<file path="src/rtl/lfsr_pkg.sv">
// Shared types and constants for the LFSR pattern generator: FSM states,
// config register addresses and the default tap mask.
package lfsr_pkg;

    typedef enum logic [1:0] {
        IDLE = 2'd0,
        RUN  = 2'd1,
        DONE = 2'd2
    } state_t;

    localparam logic [1:0] ADDR_SEED  = 2'd0;
    localparam logic [1:0] ADDR_STOP  = 2'd1;
    localparam logic [1:0] ADDR_TAPS  = 2'd2;
    localparam logic [1:0] ADDR_LIMIT = 2'd3;

    // Bits 12 and 3; truncated to WIDTH at the point of use.
    localparam logic [31:0] DEFAULT_TAPS = 32'h0000_1008;

endpackage

</file>
<file path="src/rtl/lfsr_step.sv">
// Combinational word advance: STEP XNOR-feedback left shifts of an LFSR state.
module lfsr_step #(
    parameter int WIDTH = 24,
    parameter int STEP  = 1
) (
    input  logic [WIDTH-1:0] state,
    input  logic [WIDTH-1:0] taps,
    output logic [WIDTH-1:0] next
);

    always_comb begin
        next = state;
        for (int i = 0; i < STEP; i++) begin
            next = {next[WIDTH-2:0], ~^(next & taps)};
        end
    end

endmodule

</file>
<file path="src/rtl/lfsr_pattern_gen.sv">
// Programmable LFSR word source with valid/ready output and a small config
// register file. Define LFSR_PATTERN_LIMIT_EN to add the word-limit register.
//
// state | meaning
// IDLE  | no run; config writable
// RUN   | emitting words, starting from seed
// DONE  | last word accepted; config writable, start re-runs
module lfsr_pattern_gen
    import lfsr_pkg::*;
#(
    parameter int              WIDTH = 24,
    parameter int              STEP  = 1,
    parameter logic [WIDTH-1:0] TAPS = WIDTH'(DEFAULT_TAPS)
) (
    input  logic             clk_i,
    input  logic             reset_i,
    input  logic             cfg_wr_i,
    input  logic [1:0]       cfg_addr_i,
    input  logic [WIDTH-1:0] cfg_data_i,
    output logic [WIDTH-1:0] cfg_rd_data_o,
    output logic             cfg_ack_o,
    input  logic             start_i,
    input  logic             abort_i,
    output logic             out_valid_o,
    input  logic             out_ready_i,
    output logic [WIDTH-1:0] out_data_o,
    output logic             out_last_o,
    output logic             busy_o,
    output logic             done_o,
    output logic             lockup_o
);

    state_t           state, state_nxt;
    logic [WIDTH-1:0] seed, stop, taps, word, word_adv;
    logic             cfg_ack, lockup;
    logic             accept, locked, limit_hit, last, cfg_ok, load;

    lfsr_step #(.WIDTH(WIDTH), .STEP(STEP)) u_step (
        .state (word),
        .taps  (taps),
        .next  (word_adv)
    );

`ifdef LFSR_PATTERN_LIMIT_EN
    logic [WIDTH-1:0] limit, count;
    // count holds words already accepted, so the current word is count+1.
    assign limit_hit = (limit != '0) && (count == limit - WIDTH'(1));
    assign cfg_ok    = cfg_wr_i && (state != RUN);
`else
    assign limit_hit = 1'b0;
    assign cfg_ok    = cfg_wr_i && (state != RUN) && (cfg_addr_i != ADDR_LIMIT);
`endif

    assign locked = (word_adv == word);
    assign last   = (word == stop) || locked || limit_hit;
    assign accept = (state == RUN) && out_ready_i;
    assign load   = (state != RUN) && (state_nxt == RUN);

    always_ff @(posedge clk_i) begin
        if (reset_i) begin
            state <= IDLE;
        end else begin
            state <= state_nxt;
        end
    end

    always_comb begin
        state_nxt = state;
        case (state)
            IDLE: if (start_i && !abort_i) state_nxt = RUN;
            RUN: begin
                if (abort_i)            state_nxt = IDLE;
                else if (accept && last) state_nxt = DONE;
            end
            DONE: begin
                if (abort_i)      state_nxt = IDLE;
                else if (start_i) state_nxt = RUN;
            end
            default: state_nxt = IDLE;
        endcase
    end

    always_ff @(posedge clk_i) begin
        if (reset_i) begin
            seed    <= '0;
            stop    <= '0;
            taps    <= TAPS;
            word    <= '0;
            cfg_ack <= 1'b0;
            lockup  <= 1'b0;
`ifdef LFSR_PATTERN_LIMIT_EN
            limit   <= '0;
            count   <= '0;
`endif
        end else begin
            cfg_ack <= cfg_ok;
            if (cfg_ok) begin
                case (cfg_addr_i)
                    ADDR_SEED: seed  <= cfg_data_i;
                    ADDR_STOP: stop  <= cfg_data_i;
                    ADDR_TAPS: taps  <= cfg_data_i;
`ifdef LFSR_PATTERN_LIMIT_EN
                    default:   limit <= cfg_data_i;
`else
                    default: ;
`endif
                endcase
            end
            if (load) begin
                word   <= seed;
                lockup <= 1'b0;
`ifdef LFSR_PATTERN_LIMIT_EN
                count  <= '0;
`endif
            end else if (accept && !abort_i) begin
                if (last) begin
                    lockup <= locked;
                end else begin
                    word  <= word_adv;
`ifdef LFSR_PATTERN_LIMIT_EN
                    count <= count + WIDTH'(1);
`endif
                end
            end
        end
    end

    always_comb begin
        case (cfg_addr_i)
            ADDR_SEED: cfg_rd_data_o = seed;
            ADDR_STOP: cfg_rd_data_o = stop;
            ADDR_TAPS: cfg_rd_data_o = taps;
`ifdef LFSR_PATTERN_LIMIT_EN
            default:   cfg_rd_data_o = limit;
`else
            default:   cfg_rd_data_o = '0;
`endif
        endcase
    end

    assign cfg_ack_o   = cfg_ack;
    assign out_valid_o = (state == RUN);
    assign out_data_o  = word;
    assign out_last_o  = (state == RUN) && last;
    assign busy_o      = (state == RUN);
    assign done_o      = (state == DONE);
    assign lockup_o    = lockup;

endmodule

</file>
<file path="config.mk">
export PLATFORM = sky130hd
export DESIGN_NAME = lfsr_pattern_gen
export DESIGN_NICKNAME = d
export VERILOG_FILES = /design/src/rtl/lfsr_pkg.sv /design/src/rtl/lfsr_step.sv /design/src/rtl/lfsr_pattern_gen.sv
export SDC_FILE = /design/constraint.sdc
export NUM_CORES = 1
export LEC_CHECK = 0
export CORE_UTILIZATION = 35
export CTS_CLUSTER_DIAMETER = 40
export DETAILED_ROUTE_END_ITERATION = 8
export SYNTH_ARGS = -nofsm -noshare
export SYNTH_HDL_FRONTEND = slang
export SYNTH_HIERARCHICAL = 1
export SYNTH_SLANG_ARGS = --single-unit
</file>
<file path="constraint.sdc">
create_clock -name clk_i -period 5.7 [get_ports clk_i]
set_clock_uncertainty 0.15 [all_clocks]
set_input_delay 1.71 -clock clk_i [delete_from_list [all_inputs] [get_ports clk_i]]
set_output_delay 1.71 -clock clk_i [all_outputs]
set_load 0.01 [all_outputs]
</file>
==> results of run 1 <==
## placed cells by master, fill, tap and decap left out, drive strengths merged, types with 2 or more instances in the layout
cell type / instances
clkdlybuf4s50: 83
a21oi: 71
dfxtp: 100
o21ai: 24
mux2i: 24
a221o: 24
clkbuf: 13
a211oi: 2
xnor2: 16
nand4: 2
nand2b: 2
nor3: 3
and2: 26
nand2: 196
nor2b: 2
or3: 2
buf: 16
xor2: 53
nor4: 12
nor2: 2
nand3b: 3
## stage by stage
stage	hold WS [ns]	setup WS (ns)	power, mW	cell area [sq um]
3_3_place_gp	0.3013	0.4297	0.9216	5953
3_5_place_dp	0.3062	0.3992	0.9246	5953
4_1_cts	0.3153	0.1815	1.525	6238
5_1_grt	0.3438	0.006688	1.572	6240
2_1_floorplan	0.2941	1.039	0.8461	5116
6_report	0.3149	0.1880	1.516	6240
## layer usage
layer,track usage [%],share of wire (%)
met5,0,0
met4,6.174,1.3
met3,3.090,5.6
met2,34.41,47
met1,27.16,46
## kinds of logic (layout without fill, tap and decap cells)
kind of cell	Yosys count	in the layout	share of synthesized area (%)
AO/OA/AOI/OAI	128	128	15.55
XOR/XNOR	70	70	12.25
buffers and inverters	63	115	6.848
flip-flops	100	100	39.13
multiplexers	24	24	4.696
AND/OR/NAND/NOR	253	253	21.52
## power breakdown
group | total (mW) | switching [mW] | internal [mW]
Combinational | 0.172 | 0.0989 | 0.0735
Clock | 0.606 | 0.256 | 0.350
Sequential | 0.738 | 0.0195 | 0.719
## flip-flops by register name, summed over array words and instances, names as in the netlist
signal,flops
stop,24
seed,24
cfg_ack_o,1
lockup_o,1
taps,24
out_data_o,24
state,2
## synth_stat cells, types with 2 or more instances
master / count
xor2_1: 53
buf_4: 26
mux2i_1: 24
nor3_1: 2
and2_1: 25
a211oi_1: 2
a21oi_1: 71
buf_6: 2
nand2b_1: 2
nor4_1: 11
clkbuf_1: 31
nor2b_1: 2
dfxtp_1: 100
o21ai_0: 24
nor2_1: 2
nand4_1: 2
nand3b_1: 3
a221o_2: 4
nand2_1: 196
buf_1: 2
xnor2_1: 16
a221o_1: 20
## cell type report
cell class                      count  area [sq um]
Clock buffer                       13         250.2
Clock inverter                      2         35.03
Fill cell                        1419          7856
Inverter                            1         3.754
Multi-Input combinational cell    475          2776
Sequential cell                   100          2003
Tap cell                          180         225.2
Timing Repair Buffer               99         945.9
## critical path: stages, from the launching register on
cell	delay [ns]
dfxtp_1	0.52
nand2_1	0.19
xor2_1	0.18
xnor2_1	0.25
xnor2_1	0.17
xnor3_1	0.37
xor2_1	0.16
nor4_2	0.24
nand4_1	0.17
o22ai_2	0.32
and2_2	0.19
clkdlybuf4s50_1	0.52
## how the worst max path moves through the flow
stage	from	to	cells past startpoint
after floorplan	cfg_addr_i[0]	cfg_rd_data_o[10]	4
after global placement	cfg_addr_i[0]	cfg_rd_data_o[8]	5
after detailed placement	cfg_addr_i[0]	cfg_rd_data_o[6]	5
after CTS	out_data_o[16]$_SDFFE_PP0P_	out_last_o	11
after global routing	out_data_o[9]$_SDFFE_PP0P_	out_last_o	11
final	out_data_o[13]$_SDFFE_PP0P_	out_last_o	11
## timing repair
action,in CTS,in global routing
hold endpoints to repair,0,0
gates resized for setup,0,1
setup endpoints to repair,0,1
==> results.cfg, run 1 <==
[logic_synthesis]
synth_top_cell_by_area = dfxtp_1
postSynthRegisterBits = 100
netlist_instances = 638
edff_count_synth = 0
netlist.area_leader.share_pct = 39.13
postSynth.topFlopCell = dfxtp_1
synthesis.yosys.warnings = 6
netlist_top_cells_area = dfxtp_1 39%, nand2_1 14%, xor2_1 9.1%, a21oi_1 6.9%, mux2i_1 4.7%
synthDistinctLibCells = 40
syn_nets = 670
asyncSetResetFlopFracSynth_pct = 0
synth_area_sq_um = 5116
synthesis.area_per_instance_sq_um = 8.019
synth-seq-area-share_pct = 39.13

[worst_setup_path]
worst_ep_arrival_time_ns = 3.65
worst_setup_path_start_kind = flip-flop
timing.rr.end = out_data_o[11]$_SDFFE_PP0P_
timing.reg2reg.worst_path_depth = 11
criticalPathCategory = flip-flop to output pin
timing.reg2reg.setup_slack_ns = 1.99
cp_max_fo = 7
worst_r2r_startpoint = out_data_o[13]$_SDFFE_PP0P_
worstPathRequired_ns = 3.84
end_kind = output pin

[place]
port_buffers = 85
gp_congestion = 0.8896
dp.final_hpwl_um = 10340
cell_total_after_placement = 855

[finish]
post_route_cells_drive_above_1_share_pct = 6.087
stdcell_count = 870
final_net_count = 718
areaGrowthSynthToFinish_pct = 21.96
num_antenna_cells = 0
fin_util_pct = 44.27

[sta]
totalNegativeSetupSlack_ns = 0
timing.final.crit_share_pct = 96.70
finalWorstPathRequiredPeriod_ns = 5.512
setup-violations-final = 0
fmaxAchievable_mhz = 181.4
maxSlewViolCount = 0
hold_viol_final = 0
max_slew.worst_pin.slew_ns = 1.183
grt_setup_unrepaired = no
slew-limit-headroom_pct = 20.93

[die]
num_rows = 43
die_area_sq_um = 15110
dieWidth_um = 122.9
die_height_um = 122.9
floorplan.core_area_sq_um = 14100
initial_utilization_pct = 36.30
design.portCount = 86

[worst_hold_path]
hold-path-cell-count = 2
whs_endpoint = seed[22]$_SDFFE_PP0P_
worst_hold_path_type = flip-flop to flip-flop
hold_start = seed[22]$_SDFFE_PP0P_

[power_and_ir_drop]
worst_ir_drop_vdd_uv = 135.2
power.density_cell_area_nw_per_um2 = 243.0
p_leak_nw = 2.479

[global_routing]
grt_antenna_before_repair = 0
global_router_s_overall_resource_usage_pct = 20.54
grt_max_degree = 77
grt.overflow.total = 0
grt_first_pass_wirelength_um = 23570
first_global_vias = 4299

[route]
drt_first_pass_iters = 7
vias = 4549
number_of_remaining_drc_errors = 0
detailed_router_s_first_iteration_violation_count = 342
route.detailed.vias_per_inst = 5.229
ant_nets = 0
wl_per_cell_um = 17.41
drt_wl_total_um = 15150

[cts]
cts.repair_timing.setup_buffer_count = 0
cts_buffer_depth = 2
cts_htree_levels = 3
cts_sinks = 100
holdBufCountCts = 0
root_buffer = clkbuf_16
tritoncts_clock_tree = done
cts_made_buffers = 9
post_cts_clock_slew_at_the_launch_and_capture_registers_of_the_worst_setup_and_hold_paths_ns = 0.06
worst_skew_pair.late_latency_ns = 0.35

[run_status]
run_status = complete, no violations

[job]
max-cap-violations = 0
Power figures use the tool's default switching activity.
==> run 2: changes to the inputs <==
==> constraint.sdc (replaced) <==
create_clock -name clk_i -period 4.8 [get_ports clk_i]
set_clock_uncertainty 0.15 [all_clocks]
set_input_delay 1.44 -clock clk_i [delete_from_list [all_inputs] [get_ports clk_i]]
set_output_delay 1.44 -clock clk_i [all_outputs]
set_load 0.01 [all_outputs]
==> run 2 against run 1 <==
Net effect: critical path depth fell by 5; wire length up 2.7%; design area rose by 3.1%; global-route usage is 1.0 points higher; register-to-register slack worse by 0.65 ns; critical path type is now input port to output pin; critical endpoint is now cfg_rd_data_o[14]; highest routed layer unchanged.
==> results.cfg, run 2 (same netlist as run 1, synthesis figures left out) <==
[worst_setup_path]
worstPathRequired_ns = 3.21
worst_ep_arrival_time_ns = 3.11
timing.reg2reg.setup_slack_ns = 1.34
worst_setup_path_start_kind = input port
criticalPathCategory = input port to output pin
timing.critical_path.cells = clkdlybuf4s50_1 > nor2b_2 > buf_4 > nand2_1 > o21ai_0 > clkdlybuf4s50_1
cp_max_fo = 9
timing.reg2reg.worst_path_depth = 12
end_kind = output pin
timing.critical_path.mode_cell = clkdlybuf4s50_1
crit_slowest_cell = clkdlybuf4s50_1
cp_slowest_stage_delay_ns = 0.58

[finish]
post_route_cells_drive_above_1_share_pct = 10.32
num_antenna_cells = 0
fin_util_pct = 45.66
postLayoutCellArea_sq_um = 6436
final_net_count = 744
most_common_library_cell_in_the_layout_ignoring_fill_and_taps = nand2_1
stdcell_count = 897
areaGrowthSynthToFinish_pct = 25.80
mostFrequentLayoutCells = 195 x nand2_1, 99 x dfxtp_1, 82 x clkdlybuf4s50_1
filler_cell_count = 1443

[place]
cell_total_after_placement = 879
place_area_sq_um = 6133
gp_congestion = 0.8688
placement.setup.worst_slack_ns = 0.09941
port_buffers = 85
dp.final_hpwl_um = 10750

[route]
ant_nets = 0
wl_per_cell_um = 17.34
detailed_router_s_first_iteration_violation_count = 258
vias = 4652
drt_first_pass_iters = 5
drt_wl_total_um = 15560
route.detailed.vias_per_inst = 5.186
number_of_remaining_drc_errors = 0

[run_status]
run_status = complete, no violations

[sta]
grt_setup_unrepaired = no
totalNegativeSetupSlack_ns = 0
fmaxAchievable_mhz = 212.9
setup-violations-final = 0
maxSlewViolCount = 0
final.hold.worst_slack_ns = 0.3195
finalWorstPathRequiredPeriod_ns = 4.697
worst_setup_slack_final_ns = 0.1028
timing.final.crit_share_pct = 97.86
max_slew.worst_pin.slew_ns = 1.081
hold_viol_final = 0
slew-limit-headroom_pct = 27.93

[cts]
post_cts_clock_slew_at_the_launch_and_capture_registers_of_the_worst_setup_and_hold_paths_ns = 0.07
cts_made_buffers = 9
cts_htree_levels = 3
cts_buffer_depth = 2
tritoncts_clock_tree = done
holdBufCountCts = 0
cts_sinks = 100
worst_skew_pair.late_latency_ns = 0.35
root_buffer = clkbuf_16

[global_routing]
grt_max_degree = 77
grt.overflow.total = 0
grt_antenna_before_repair = 0
global_router_s_overall_resource_usage_pct = 21.54
grt_first_pass_wirelength_um = 24470
first_global_vias = 4568

[die]
die_height_um = 122.9
dieWidth_um = 122.9
floorplan.core_area_sq_um = 14100
num_rows = 43
initial_utilization_pct = 36.30
design.portCount = 86
die_area_sq_um = 15110

[job]
max-cap-violations = 0

[power_and_ir_drop]
p_leak_nw = 2.625
report.power.total_mw = 1.768
worst_ir_drop_vdd_uv = 131.4
power.density_cell_area_nw_per_um2 = 274.7

[worst_hold_path]
hold-path-cell-count = 2
worst_hold_path_type = flip-flop to flip-flop
## run 2: cell count changes in the layout (fill, tap and decap cells not counted)
cell             delta
clkinv_2            +3
bufinv_16           -1
nand2_2             +1
buf_4              +26
xnor2_1             -2
dlygate4sd2_1       +1
clkdlybuf4s50_1     -1
nand2_1             -1
clkbuf_1            -2
clkinvlp_4          +1
xnor2_2             +2
## run 2: routing by layer
metal / vias up / routed length, um / global-route usage [%]
met5: - / 0 / 0
met4: 0 / 265 / 8.079
met2: 157 / 7235 / 35.18
met1: 2214 / 7262 / 28.88
met3: 17 / 793 / 2.814
li1: 2264 / - / -
## run 2: worst max-delay path, delay by kind of cell
kind / cells / cell delay (ns)
AO/OA/AOI/OAI: 1 / 0.11
buffers and inverters: 3 / 1.28
AND/OR/NAND/NOR: 2 / 0.27
## run 2: cell type report
cell class | instances | area, sq um | share of cell area, %
multi-input cells | 475 | 2794 | 43.41
flip-flops and latches | 100 | 2003 | 31.12
repair buffers | 125 | 1140 | 17.71
clock buffers | 11 | 242.7 | 3.771
well taps | 180 | 225.2 | 3.499
clock inverters | 5 | 27.53 | 0.4277
inverters | 1 | 3.754 | 0.05832
## run 2: path summary, 6_finish.rpt
path / startpoint / endpoint
max: cfg_addr_i[1] / cfg_rd_data_o[14]
min: seed[7]$_SDFFE_PP0P_ / seed[7]$_SDFFE_PP0P_
max reg2reg: taps[10]$_SDFFE_PP0P_ / out_data_o[2]$_SDFFE_PP0P_
min reg2reg: seed[7]$_SDFFE_PP0P_ / seed[7]$_SDFFE_PP0P_
## run 2: repair_timing
| item | in CTS | in global routing |
|---|---|---|
| endpoints found under the hold margin | 0 | 0 |
| resized for setup | 4 | 1 |
| gates cloned | 0 | 0 |
| pin swaps | 5 | 2 |
| endpoints found under the setup margin | 1 | 1 |
| setup buffers | 1 | 1 |
## run 2: power breakdown
group / switching, mW / internal [mW] / leakage [nW] / total [mW]
Sequential: 0.0193 / 0.853 / 0.811 / 0.873
Combinational: 0.125 / 0.0948 / 1.68 / 0.220
Clock: 0.313 / 0.362 / 0.135 / 0.676
